`config.mk`:
```
export PLATFORM = sky130hd
export DESIGN_NAME = triangle_queue
export DESIGN_NICKNAME = d
export VERILOG_FILES = /design/src/rtl/gpu_pkg.sv /design/src/rtl/tri_fifo_mem.sv /design/src/rtl/triangle_queue.sv
export SDC_FILE = /design/constraint.sdc
export NUM_CORES = 1
export LEC_CHECK = 0
export BUFFER_PORTS_ARGS = -buffer_cell sky130_fd_sc_hd__buf_2
export CORE_UTILIZATION = 35
export DETAILED_ROUTE_END_ITERATION = 10
export GPL_TIMING_DRIVEN = 0
export PLACE_DENSITY = 0.62
export SLEW_MARGIN = 40
export SYNTH_ARGS = -nofsm -noshare
export SYNTH_HDL_FRONTEND = slang
export SYNTH_SLANG_ARGS = --single-unit
```
`constraint.sdc`:
```
create_clock -name axi_aclk -period 14.4 [get_ports axi_aclk]
set_input_delay 2.16 -clock axi_aclk [delete_from_list [all_inputs] [get_ports axi_aclk]]
set_output_delay 2.16 -clock axi_aclk [all_outputs]
set_load 0.02 [all_outputs]
```
`src/rtl/gpu_pkg.sv`:
```
// gpu_pkg: shared triangle descriptor layout and queue state encoding.
package gpu_pkg;
    localparam int X_W        = 9;
    localparam int Y_W        = 8;
    localparam int COLOR_W    = 8;
    localparam int INV_AREA_W = 32;
    localparam int Z_W        = 16;
    localparam int TRI_DESC_W = 3 * (X_W + Y_W) + COLOR_W + INV_AREA_W + 3 * Z_W;

    typedef struct packed {
        logic [X_W-1:0]        v1x;
        logic [Y_W-1:0]        v1y;
        logic [X_W-1:0]        v2x;
        logic [Y_W-1:0]        v2y;
        logic [X_W-1:0]        v3x;
        logic [Y_W-1:0]        v3y;
        logic [COLOR_W-1:0]    color;
        logic [INV_AREA_W-1:0] inv_area;
        logic [Z_W-1:0]        z1;
        logic [Z_W-1:0]        z2;
        logic [Z_W-1:0]        z3;
    } tri_desc_t;

    typedef enum logic {Q_IDLE, Q_BUSY} q_state_e;
endpackage

```
`src/rtl/tri_fifo_mem.sv`:
```
// tri_fifo_mem: descriptor storage, synchronous write and asynchronous read.
module tri_fifo_mem
    import gpu_pkg::*;
#(
    parameter int DEPTH = 8,
    localparam int AW = $clog2(DEPTH)
) (
    input  logic          clk,
    input  logic          i_we,
    input  logic [AW-1:0] i_waddr,
    input  tri_desc_t     i_wdata,
    input  logic [AW-1:0] i_raddr,
    output tri_desc_t     o_rdata
);
    tri_desc_t r_mem [DEPTH];

    always_ff @(posedge clk) begin
        if (i_we) r_mem[i_waddr] <= i_wdata;
    end

    assign o_rdata = r_mem[i_raddr];
endmodule

```
`src/rtl/triangle_queue.sv`:
```
// triangle_queue: buffers triangle descriptors and issues them one at a time
// to the rasterizer, waiting for rasterizer_done between issues.
module triangle_queue
    import gpu_pkg::*;
#(
    parameter int DEPTH = 8,
    parameter int CNT_W = $clog2(DEPTH) + 1
) (
    input  logic             axi_aclk,
    input  logic             axi_aresetn,
    input  logic             triangle_valid,
    output logic             triangle_ready,
    input  tri_desc_t        in_tri,
    input  logic             flush,
    output tri_desc_t        rast_tri,
    output logic             rast_start,
    input  logic             rasterizer_done,
    output logic [CNT_W-1:0] occupancy,
    output logic             busy,
    output logic             all_idle,
    output logic [15:0]      drop_count
);
    localparam int AW = $clog2(DEPTH);

    q_state_e         r_state, w_state_nxt;
    logic [CNT_W-1:0] r_wr_ptr, r_rd_ptr, r_occ;
    logic [CNT_W-1:0] w_wr_ptr_nxt, w_rd_ptr_nxt, w_occ_nxt;
    logic             r_start, r_all_idle;
    logic [15:0]      r_drop;
    tri_desc_t        r_tri, w_mem_rd;
    logic             w_accept, w_push, w_issue, w_done;

    // zero inv_area marks a degenerate triangle: accepted, counted, never stored
    assign w_accept = triangle_valid && triangle_ready;
    assign w_push   = w_accept && (in_tri.inv_area != '0);
    assign w_issue  = (r_state == Q_IDLE) && (r_occ != '0) && !flush;
    assign w_done   = (r_state == Q_BUSY) && !r_start && rasterizer_done;

    tri_fifo_mem #(.DEPTH(DEPTH)) u_mem (
        .clk     (axi_aclk),
        .i_we    (w_push),
        .i_waddr (r_wr_ptr[AW-1:0]),
        .i_wdata (in_tri),
        .i_raddr (r_rd_ptr[AW-1:0]),
        .o_rdata (w_mem_rd)
    );

    always_comb begin
        w_state_nxt  = w_issue ? Q_BUSY : (w_done ? Q_IDLE : r_state);
        w_wr_ptr_nxt = r_wr_ptr + CNT_W'(w_push);
        w_rd_ptr_nxt = flush ? r_wr_ptr : r_rd_ptr + CNT_W'(w_issue);
        w_occ_nxt    = flush ? '0 : r_occ + CNT_W'(w_push) - CNT_W'(w_issue);
    end

    always_ff @(posedge axi_aclk or negedge axi_aresetn) begin
        if (!axi_aresetn) begin
            r_state    <= Q_IDLE;
            r_wr_ptr   <= '0;
            r_rd_ptr   <= '0;
            r_occ      <= '0;
            r_start    <= 1'b0;
            r_all_idle <= 1'b1;
            r_drop     <= '0;
            r_tri      <= '0;
        end else begin
            r_state    <= w_state_nxt;
            r_wr_ptr   <= w_wr_ptr_nxt;
            r_rd_ptr   <= w_rd_ptr_nxt;
            r_occ      <= w_occ_nxt;
            r_start    <= w_issue;
            r_all_idle <= (w_occ_nxt == '0) && (w_state_nxt == Q_IDLE);
            if (w_issue) r_tri <= w_mem_rd;
            if (w_accept && !w_push && r_drop != 16'hFFFF) r_drop <= r_drop + 16'd1;
        end
    end

    always_comb begin
        triangle_ready = axi_aresetn && (r_occ != CNT_W'(DEPTH)) && !flush;
        busy           = r_state == Q_BUSY;
        rast_start     = r_start;
        rast_tri       = r_tri;
        occupancy      = r_occ;
        all_idle       = r_all_idle;
        drop_count     = r_drop;
    end
endmodule

```
==> results.txt, run 1 <==
The number of I/O pins was 307. The worst hold path belongs to the class register to register. The worst hold path cell count is 1, and the share of the synthesized area in the top cell type is 69.87%.

The adder and majority gate portion of the synthesized area was 0.3299%; the later-pin clock latency in the skew report was 0.78 ns. The kind of end point of the critical path was a register. The chip height came out at 371.5 um.

The number of global-route vias before repair is 24600, and the clock edge transition at the registers on the reported setup and hold paths is 0.06 ns. The tightest hold path in the finished design has a slack of 0.4991 ns. The post-layout worst setup margin came out at 8.627 ns.

Data on the critical path is required at its endpoint by 15.00 ns. The maximum root-to-sink buffer count was 3; the number of antenna violations at the first check in global routing was 27. The worst register-to-register path has a depth of 13. Summing the sequential cell areas from Yosys gives 78.67% of the chip area. Entering global routing, the biggest net connects 59 pins. Capture point of the worst reg-to-reg path: all_idle. In this run, CTS created clock tree buffers numbering 139. For the total negative slack, the log shows 0 ns.

The routed via count divided by cell count is 5.005. After synthesis, the largest family of logic cells by area is multiplexers. The post-synthesis register bit count works out to 1280. The tools report the number of hold violations in the final report as 0. The run gives 0 as the count of hold buffers inserted by post-cts repair. The critical path arrival was 6.37 ns; the post-detailed-placement cell area was 53740 um2. After synthesis, the share of cell area in mux cells is 16.08%. The final max-slew violation count was 0; the mean area per synthesized cell was 21.75 um2. At the end of routability-driven placement, the weighted congestion stood at 0.7384. Setup violations remaining at the end of the flow were counted as 0. After synthesis, the most frequently instantiated cells are sky130_fd_sc_hd__edfxtp_1, sky130_fd_sc_hd__mux4_2, sky130_fd_sc_hd__dfrtp_1. The synthesized netlist devotes 1.992% of its cell area to simple gates.

Kind of critical path: primary input to register. The worst-case IR drop observed on VDD is 0.1088 mV. At the end of the flow, the number of nets in the layout was 2997. The tools report the setup slack at placement as 7.730 ns.

The area fraction in compound gates after synthesis works out to 1.550%. The overall global routing resource usage is 17.53%, and the total number of H-tree levels is 4. The run gives 2353 as the post-synthesis net count. The logs give 0 for the post-CTS setup repair buffer count and 0 for the total grt overflow. Number of enable-type register cells in the synthesized netlist: 1112. After the first detailed-routing iteration, the DRC count stood at 2036.

Across the run, the number of max-cap violations was 0. The first global-routing pass estimated 173000 um of wire. Setup repair after global routing left no endpoint under its margin. The number of port buffers was 306; the area added between synthesis and finish was 21.93%. The floorplan die area came out at 138000 um2. The total area inside the core boundary comes to 135500 um2. At the pin with the least slew margin, the transition time is 0.8566 ns. The final standard cell area without fillers is 58270 um2, and the detail-routed net length per standard cell is 25.24 um. Counting every instance in the synthesized netlist gives 2197.

The post-synthesis instance area was 47790 um2; the post-layout utilization of the core was 43.01%. Critical path launch point type: a primary input. The total number of placement rows is 135. The most frequently used cell type in the post-synthesis netlist is sky130_fd_sc_hd__edfxtp_1. The startpoint identified for the worst register-to-register timing path is occupancy[2].

Of all nets on the critical path, the largest fanout is 9. The flow ran to the end, and the final reports show no timing, DRC or antenna violations. For this design the ratio of total power to cell area is 192.2 nW/um2.

The number of instances resized during post-cts repair was 0; the number of nets with antenna violations after routing was 0. Count of vias placed by the detailed router: 23750. Setup slack on the worst reg-to-reg path comes out at 9.88 ns. The part of the cycle the worst path needs is 40.09%, and the horizontal extent of the die is 371.5 um. For this block, the routed nets add up to 119800 um of wire. The placed wire-length estimate came out at 80970 um. The end point of the most critical hold path is drop_count[15]. The shortest clock period the worst path allows after layout was 5.773 ns; the yosys synthesis warning count was 0.

CTS placed an instance of sky130_fd_sc_hd__clkbuf_16 at the clock tree root. The tools report the startpoint of the tightest hold check path as drop_count[15]. The run gives 0 as the number of design rule violations left after detail routing. The biggest area contributor in the post-synthesis netlist is sky130_fd_sc_hd__edfxtp_1. Ranked by total cell area, the synthesized netlist is headed by sky130_fd_sc_hd__edfxtp_1, sky130_fd_sc_hd__mux4_2, sky130_fd_sc_hd__dfrtp_1. The clock net in this run drives a total of 1280 sinks. After Yosys synthesis, XOR and XNOR cells account for 0.3482% of the synthesized area.

The tools report the maximum clock frequency as 173.2 MHz. Of all flip-flops after synthesis, the portion carrying an async set or reset was 13.13%. The starting utilization of the core area was 35.28%. Counting distinct cell types in the post-synthesis netlist gives 40. Measured against its own limit, the worst slew margin works out to 42.89%. In the final layout, the share of cells above drive strength 1 is 36.05%.

TritonCTS built the clock tree. In the synthesized netlist the dominant register cell turns out to be sky130_fd_sc_hd__edfxtp_1. The worst clock skew on the final layout came out at 0.02526 ns. Summed over all cells, the static leakage comes to 19.99 nW.

For the number of iterations in the first detailed-routing pass, the log shows 5.
-- through the flow --
stage / total power, mW / cells
global placement: 7.823 / 4284
global route: 11.72 / 4740
CTS: 11.38 / 4738
floorplan: 6.667 / 2197
finish: 11.20 / 4745
detailed placement: 7.850 / 4481
-- cells by family after synthesis --
| family | after synthesis |
|---|---|
| DFF | 1280 |
| muxes | 420 |
| and+or+nand+nor | 204 |
| AOI/OAI and AO/OA | 146 |
| buffers and inverters | 116 |
| xor gates and xnor gates | 19 |
| adders and majority gates | 12 |
-- worst max-delay path, cell delays in order --
cell and delay [ns]:
sky130_fd_sc_hd__buf_2 0.16, sky130_fd_sc_hd__nor4_1 0.57, sky130_fd_sc_hd__nand4_1 0.60, sky130_fd_sc_hd__o21ai_1 0.79, sky130_fd_sc_hd__ha_1 0.36, sky130_fd_sc_hd__inv_1 0.06, sky130_fd_sc_hd__ha_1 0.18, sky130_fd_sc_hd__fa_1 0.41
sky130_fd_sc_hd__nor2b_1 0.14, sky130_fd_sc_hd__or2_2 0.31, sky130_fd_sc_hd__nor4_1 0.63
-- cell type report --
cell class / count / area [um2]
fill: 11790 / 77200
multi-input combinational: 801 / 9767
inverter: 6 / 22.52
clock buffer: 192 / 3861
timing repair buffer: 503 / 3635
tap: 1781 / 2228
antenna: 7 / 17.52
clock inverter: 65 / 650.6
buffer: 110 / 490.5
sequential: 1280 / 37600
-- layout by cell type, fill, tap and decap left out, types with 15 or more instances in the layout --
cell type	n
sky130_fd_sc_hd__xnor2_1	16
sky130_fd_sc_hd__buf_16	28
sky130_fd_sc_hd__clkinv_1	16
sky130_fd_sc_hd__mux2i_1	139
sky130_fd_sc_hd__buf_2	387
sky130_fd_sc_hd__mux4_2	278
sky130_fd_sc_hd__clkbuf_1	79
sky130_fd_sc_hd__nor2_1	143
sky130_fd_sc_hd__buf_8	15
sky130_fd_sc_hd__buf_4	112
sky130_fd_sc_hd__edfxtp_1	1112
sky130_fd_sc_hd__clkbuf_16	142
sky130_fd_sc_hd__clkinv_2	15
sky130_fd_sc_hd__dfrtp_1	167
sky130_fd_sc_hd__a21oi_1	140
-- worst max path at each step --
stage	cells past startpoint	startpoint	end	slack [ns]
2_1_floorplan	4	flush	u_mem.r_mem[2][0]	1.42
3_3_place_gp	5	axi_aresetn	u_mem.r_mem[2][119]	-15.11
3_5_place_dp	13	flush	all_idle	7.73
4_1_cts	13	flush	all_idle	8.57
5_1_grt	11	in_tri[58]	all_idle	8.48
6_report	11	in_tri[58]	all_idle	8.63
-- per-layer routing --
layer / vias to the layer above / global-route usage, % / share of wire [%]
met5: - / 0 / 0.16
met4: 30 / 4.705 / 2.1
met3: 199 / 4.337 / 6.1
met2: 635 / 27.70 / 48
met1: 12570 / 24.20 / 44
li1: 10310 / - / -
-- report_power, final --
part	leakage, nW	switching (mW)	internal, mW
registers	11.9	0.172	4.37
logic	5.89	1.84	1.31
clock network	2.18	1.48	2.02
-- registers in the layout (all words and copies together), names as in the netlist --
register	count
occupancy	4
r_wr_ptr	3
rast_tri	139
drop_count	16
all_idle	1
rast_start	1
busy	1
u_mem.r_mem	1112
r_rd_ptr	3
No activity file was read; power rests on OpenSTA's default activity.
==> run 2: changes to the inputs <==
--- a/config.mk
+++ b/config.mk
@@ -5,6 +5,7 @@
 export SDC_FILE = /design/constraint.sdc
 export NUM_CORES = 1
 export LEC_CHECK = 0
+export ABC_AREA = 1
 export BUFFER_PORTS_ARGS = -buffer_cell sky130_fd_sc_hd__buf_2
 export CORE_UTILIZATION = 35
 export DETAILED_ROUTE_END_ITERATION = 10
==> constraint.sdc (replaced) <==
create_clock -name axi_aclk -period 4.85 [get_ports axi_aclk]
set_input_delay 0.7275 -clock axi_aclk [delete_from_list [all_inputs] [get_ports axi_aclk]]
set_output_delay 0.7275 -clock axi_aclk [all_outputs]
set_load 0.02 [all_outputs]
==> results.txt, run 2 <==
The run finished with clean final reports. The tools report the part of the power in combinational logic as 32.8% (was 28.1%). The critical path arrival was 5.16 ns (was 6.37 ns); the chip height was 384.1 um (was 371.5 um).

The share of the synthesized area in the top cell type is 65.34% (was 69.87%). The logs give 64 (was 59) for the largest net degree at the start of global routing and 0 (unchanged) for the final max-slew violation count. The worst hold path cell count is 1 (unchanged). Most frequently used cell type in the post-synthesis netlist: sky130_fd_sc_hd__edfxtp_1 (unchanged).

The run gives 0 (unchanged) as the max-cap violation count. The post-layout utilization of the core is 42.71% (was 43.01%). The tools report the critical path launch point type as a primary input (unchanged). The mean area per synthesized cell is 12.36 um2 (was 21.75 um2). The final standard cell count with taps included and fillers excluded is 6694 (was 4745). Setup repair after global routing left no endpoint under its margin. Shortest clock period the worst path allows after layout: 4.713 ns. Switching power as a share of total power: 37.11% (was 31.21%). Worst hold-check slack: 0.2304 ns (was 0.4991 ns).

The proportion of power drawn by flip-flops and latches was 38.5% (was 40.6%). The routed via count divided by cell count is 5.070 (was 5.005), and the final-layout fill cell count is 13190 (was 11790). The biggest fanout along the worst timing path works out to 15 (was 9). The count of distinct cell types in the synthesized netlist was 29 (was 40). The area added between synthesis and finish is 20.49% (was 21.93%), and the number of global-route vias before repair is 32620 (was 24600).

The prevailing post-synth register cell is sky130_fd_sc_hd__edfxtp_1 (unchanged). Largest register by flop count: u_mem.r_mem (unchanged). The measured slew at the worst slew-check pin came out at 0.9299 ns (was 0.8566 ns).

The number of design rule violations left after detail routing is 0 (unchanged). The proportion of register bits with asynchronous set or reset after synthesis was 13.13% (unchanged). The startpoint of the tightest hold check path is in_tri[128] (was drop_count[15]).

For the final setup violation count, the log shows 0 (unchanged). The logs give 23.90 nW (was 19.99 nW) for the static power due to leakage and 21.99 mW (was 7.704 mW) for the internal power summed over all cells. Most numerous cell types in the synthesized netlist: sky130_fd_sc_hd__edfxtp_1, sky130_fd_sc_hd__nand2_1, sky130_fd_sc_hd__inv_1 (was sky130_fd_sc_hd__edfxtp_1, sky130_fd_sc_hd__mux4_2, sky130_fd_sc_hd__dfrtp_1). The kind of end point of the critical path is a register (unchanged). The tools report the clock tree root driver cell as sky130_fd_sc_hd__clkbuf_16 (unchanged). The cell count after synthesis is 4135 (was 2197). The area occupied by multi-input gates was 10160 um2 (was 9767 um2); the worst supply voltage drop on vdd was 0.3425 mV (was 0.1088 mV).

The final weighted congestion in routability-driven placement was 0.8177 (was 0.7384); the total number of placement rows was 139 (was 135). The horizontal extent of the die was 384.1 um (was 371.5 um). TritonCTS built the clock tree.

The layout net count is 4825 (was 2997). The post-synthesis cell type with the largest combined area was sky130_fd_sc_hd__edfxtp_1 (unchanged). The kind of critical path is primary input to register (unchanged). The detail-routed net length per standard cell works out to 22.77 um (was 25.24 um).

The number of placed instances, taps included was 6436 (was 4481); the core box area was 144200 um2 (was 135500 um2). The clock edge transition at the registers on the reported setup and hold paths is 0.06 ns (about the same). The later-pin clock latency in the skew report was 0.76 ns (was 0.78 ns). The tools report the capture point of the worst reg-to-reg path as u_mem.r_mem[3][115] (was all_idle). Reg-to-reg startpoint: occupancy[2] (unchanged).

The fraction of layout instances using a drive strength above 1 works out to 15.68% (was 36.05%). The run gives 1280 (unchanged) as the number of sinks handled by clock tree synthesis. The logs give 3343 (was 2036) for the initial DRC count and 33940 (was 23750) for the count of vias placed by the detailed router. For the register area, the log shows 37600 um2 (unchanged). The global-route wire length before repair is 219900 um (was 173000 um).

The total number of H-tree levels came out at 4 (unchanged). The tools report the total length of routed wires as 152400 um (was 119800 um). The worst min-delay path class is primary input to register (was register to register). The tools report the end point of the most critical hold path as u_mem.r_mem[1][128] (was drop_count[15]).

The post-synthesis register bit count was 1280 (unchanged). Top area cells in the synthesized netlist: sky130_fd_sc_hd__edfxtp_1, sky130_fd_sc_hd__dfrtp_1, sky130_fd_sc_hd__nand2_1 (was sky130_fd_sc_hd__edfxtp_1, sky130_fd_sc_hd__mux4_2, sky130_fd_sc_hd__dfrtp_1). The post-synthesis net count is 4291 (was 2353), and the number of hold violations in the final report is 0 (unchanged).

For the clock network power share, the log shows 28.7% (was 31.3%). Clock buffer count from CTS: 132 (was 139). For the number of iterations in the first detailed-routing pass, the log shows 6 (was 5). The part of the cycle the worst path needs was 97.17%. The number of port buffers was 306 (unchanged); the overall global routing resource usage was 20.39% (was 17.53%). The worst slew margin relative to its limit came out at 38.01% (was 42.89%).

The tools report the number of nets with antenna violations after routing as 0 (unchanged). Most frequent cells in the layout: sky130_fd_sc_hd__edfxtp_1, sky130_fd_sc_hd__nand2_1, sky130_fd_sc_hd__inv_1 (was sky130_fd_sc_hd__edfxtp_1, sky130_fd_sc_hd__buf_2, sky130_fd_sc_hd__mux4_2). The cell depth of the worst flop-to-flop path was 14 (was 13); the yosys synthesis warning count was 0 (unchanged). The floorplan die area came out at 147500 um2 (was 138000 um2). The starting utilization of the core area came out at 35.44% (was 35.28%). Worst clock skew on the final layout: 0.02311 ns (was 0.02526 ns). The post-synthesis instance area was 51100 um2 (was 47790 um2). Based on the critical path, the design can be clocked at up to 212.2 MHz.

The total grt overflow was 0 (unchanged). The number of instances resized during post-cts repair was 0 (unchanged); the number of antenna violations at the first check in global routing was 46 (was 27). The run gives 0.24 ns (was 9.88 ns) as the setup slack of the worst register-to-register path. Flip-flop count of the largest register after layout: 1112 (unchanged). The tools report the switching power of the nets as 12.98 mW (was 3.495 mW).

For the placed wire-length estimate, the log shows 102700 um (was 80970 um). Most common cell after layout, fill and taps aside: sky130_fd_sc_hd__edfxtp_1 (unchanged). The maximum root-to-sink buffer count came out at 3 (unchanged). Sequential fraction of the synthesis area: 73.57% (was 78.67%). The power per cell area was 567.9 nW/um2 (was 192.2 nW/um2). Data required time of the critical path: 5.30 ns (was 15.00 ns).

The number of enable-type register cells in the synthesized netlist came out at 1112 (unchanged). The number of I/O pins is 307 (unchanged).
## run 2: repair_timing
item                                   in CTS  in global routing
hold buffers                                2                  0
endpoints found under the hold margin      53                  0
setup buffers                               0                  0
## run 2: kinds of logic (layout without fill, tap and decap cells)
group                    after synthesis  count (layout)  share of synthesized area, %
flip-flops                          1280            1280                         73.57
AND/OR/NAND/NOR                     1157            1157                         9.735
AO/OA/AOI/OAI                        840             840                         9.588
buffers and inverters                838            1481                         6.657
adder cells (fa/ha/maj)               12              12                        0.3085
XOR/XNOR                               8               8                        0.1371
other                                  0              13                             0
## run 2: power groups by stage
| stage | clock network (mW) | registers [mW] | logic (mW) |
|---|---|---|---|
| final | 10.0 | 13.5 | 11.5 |
| after global routing | 10.6 | 13.6 | 12.5 |
| after floorplan | 0 | 14.3 | 5.93 |
| after global placement | 0 | 13.8 | 11.1 |
| after CTS | 10.2 | 13.5 | 11.6 |
| after detailed placement | 0 | 13.7 | 11.5 |
## run 2: per-stage QoR
step           instance area [um2]  setup slack (ns)  power (mW)  TNS, ns
2_1_floorplan                51120           -0.6859       20.26  -762.68
3_3_place_gp                 55030            -9.748       24.84        -
3_5_place_dp                 57250           -0.4226       25.19   -29.82
4_1_cts                      61540            0.1757       35.22        0
5_1_grt                      61550           0.05763       36.67        0
6_report                     61570            0.1370       34.97        0
## run 2: how the worst max path moves through the flow
stage               slack (ns)         from             endpoint  depth (start not counted)
floorplan                -0.69        flush    u_mem.r_mem[0][0]                          7
global placement         -9.75  axi_aresetn   u_mem.r_mem[7][96]                          7
detailed placement       -0.42  axi_aresetn  u_mem.r_mem[3][116]                         12
CTS                       0.18  axi_aresetn  u_mem.r_mem[3][115]                         13
global route              0.06  axi_aresetn  u_mem.r_mem[3][115]                         13
finish                    0.14  axi_aresetn  u_mem.r_mem[3][115]                         13
## run 2: cell type report
| cell class | count | area share, % |
|---|---|---|
| timing repair buffer | 400 | 6.068 |
| multi-input combinational | 2017 | 16.50 |
| sequential | 1280 | 61.06 |
| clock inverter | 76 | 1.079 |
| antenna | 13 | 0.05283 |
| buffer | 250 | 1.965 |
| tap | 1903 | 3.867 |
| inverter | 588 | 3.585 |
| clock buffer | 167 | 5.816 |
## run 2: worst max-delay path: stages
cell                            delay [ns]
sky130_fd_sc_hd__dlygate4sd3_1        0.56
sky130_fd_sc_hd__buf_8                0.20
sky130_fd_sc_hd__nand3_1              0.16
sky130_fd_sc_hd__inv_2                0.27
sky130_fd_sc_hd__nand2_1              0.47
sky130_fd_sc_hd__nor2_1               0.77
sky130_fd_sc_hd__nand2_1              0.43
sky130_fd_sc_hd__nor2_4               0.58
sky130_fd_sc_hd__buf_16               0.23
sky130_fd_sc_hd__buf_16               0.16
sky130_fd_sc_hd__buf_8                0.18
sky130_fd_sc_hd__buf_16               0.17
sky130_fd_sc_hd__buf_16               0.17
## run 2: routing by layer
layer	track usage, %	vias up	wire, um
li1	-	15620	-
met1	26.66	16530	61930
met2	32.83	1489	72010
met3	6.107	254	15370
met4	5.460	38	2883
met5	0	-	233
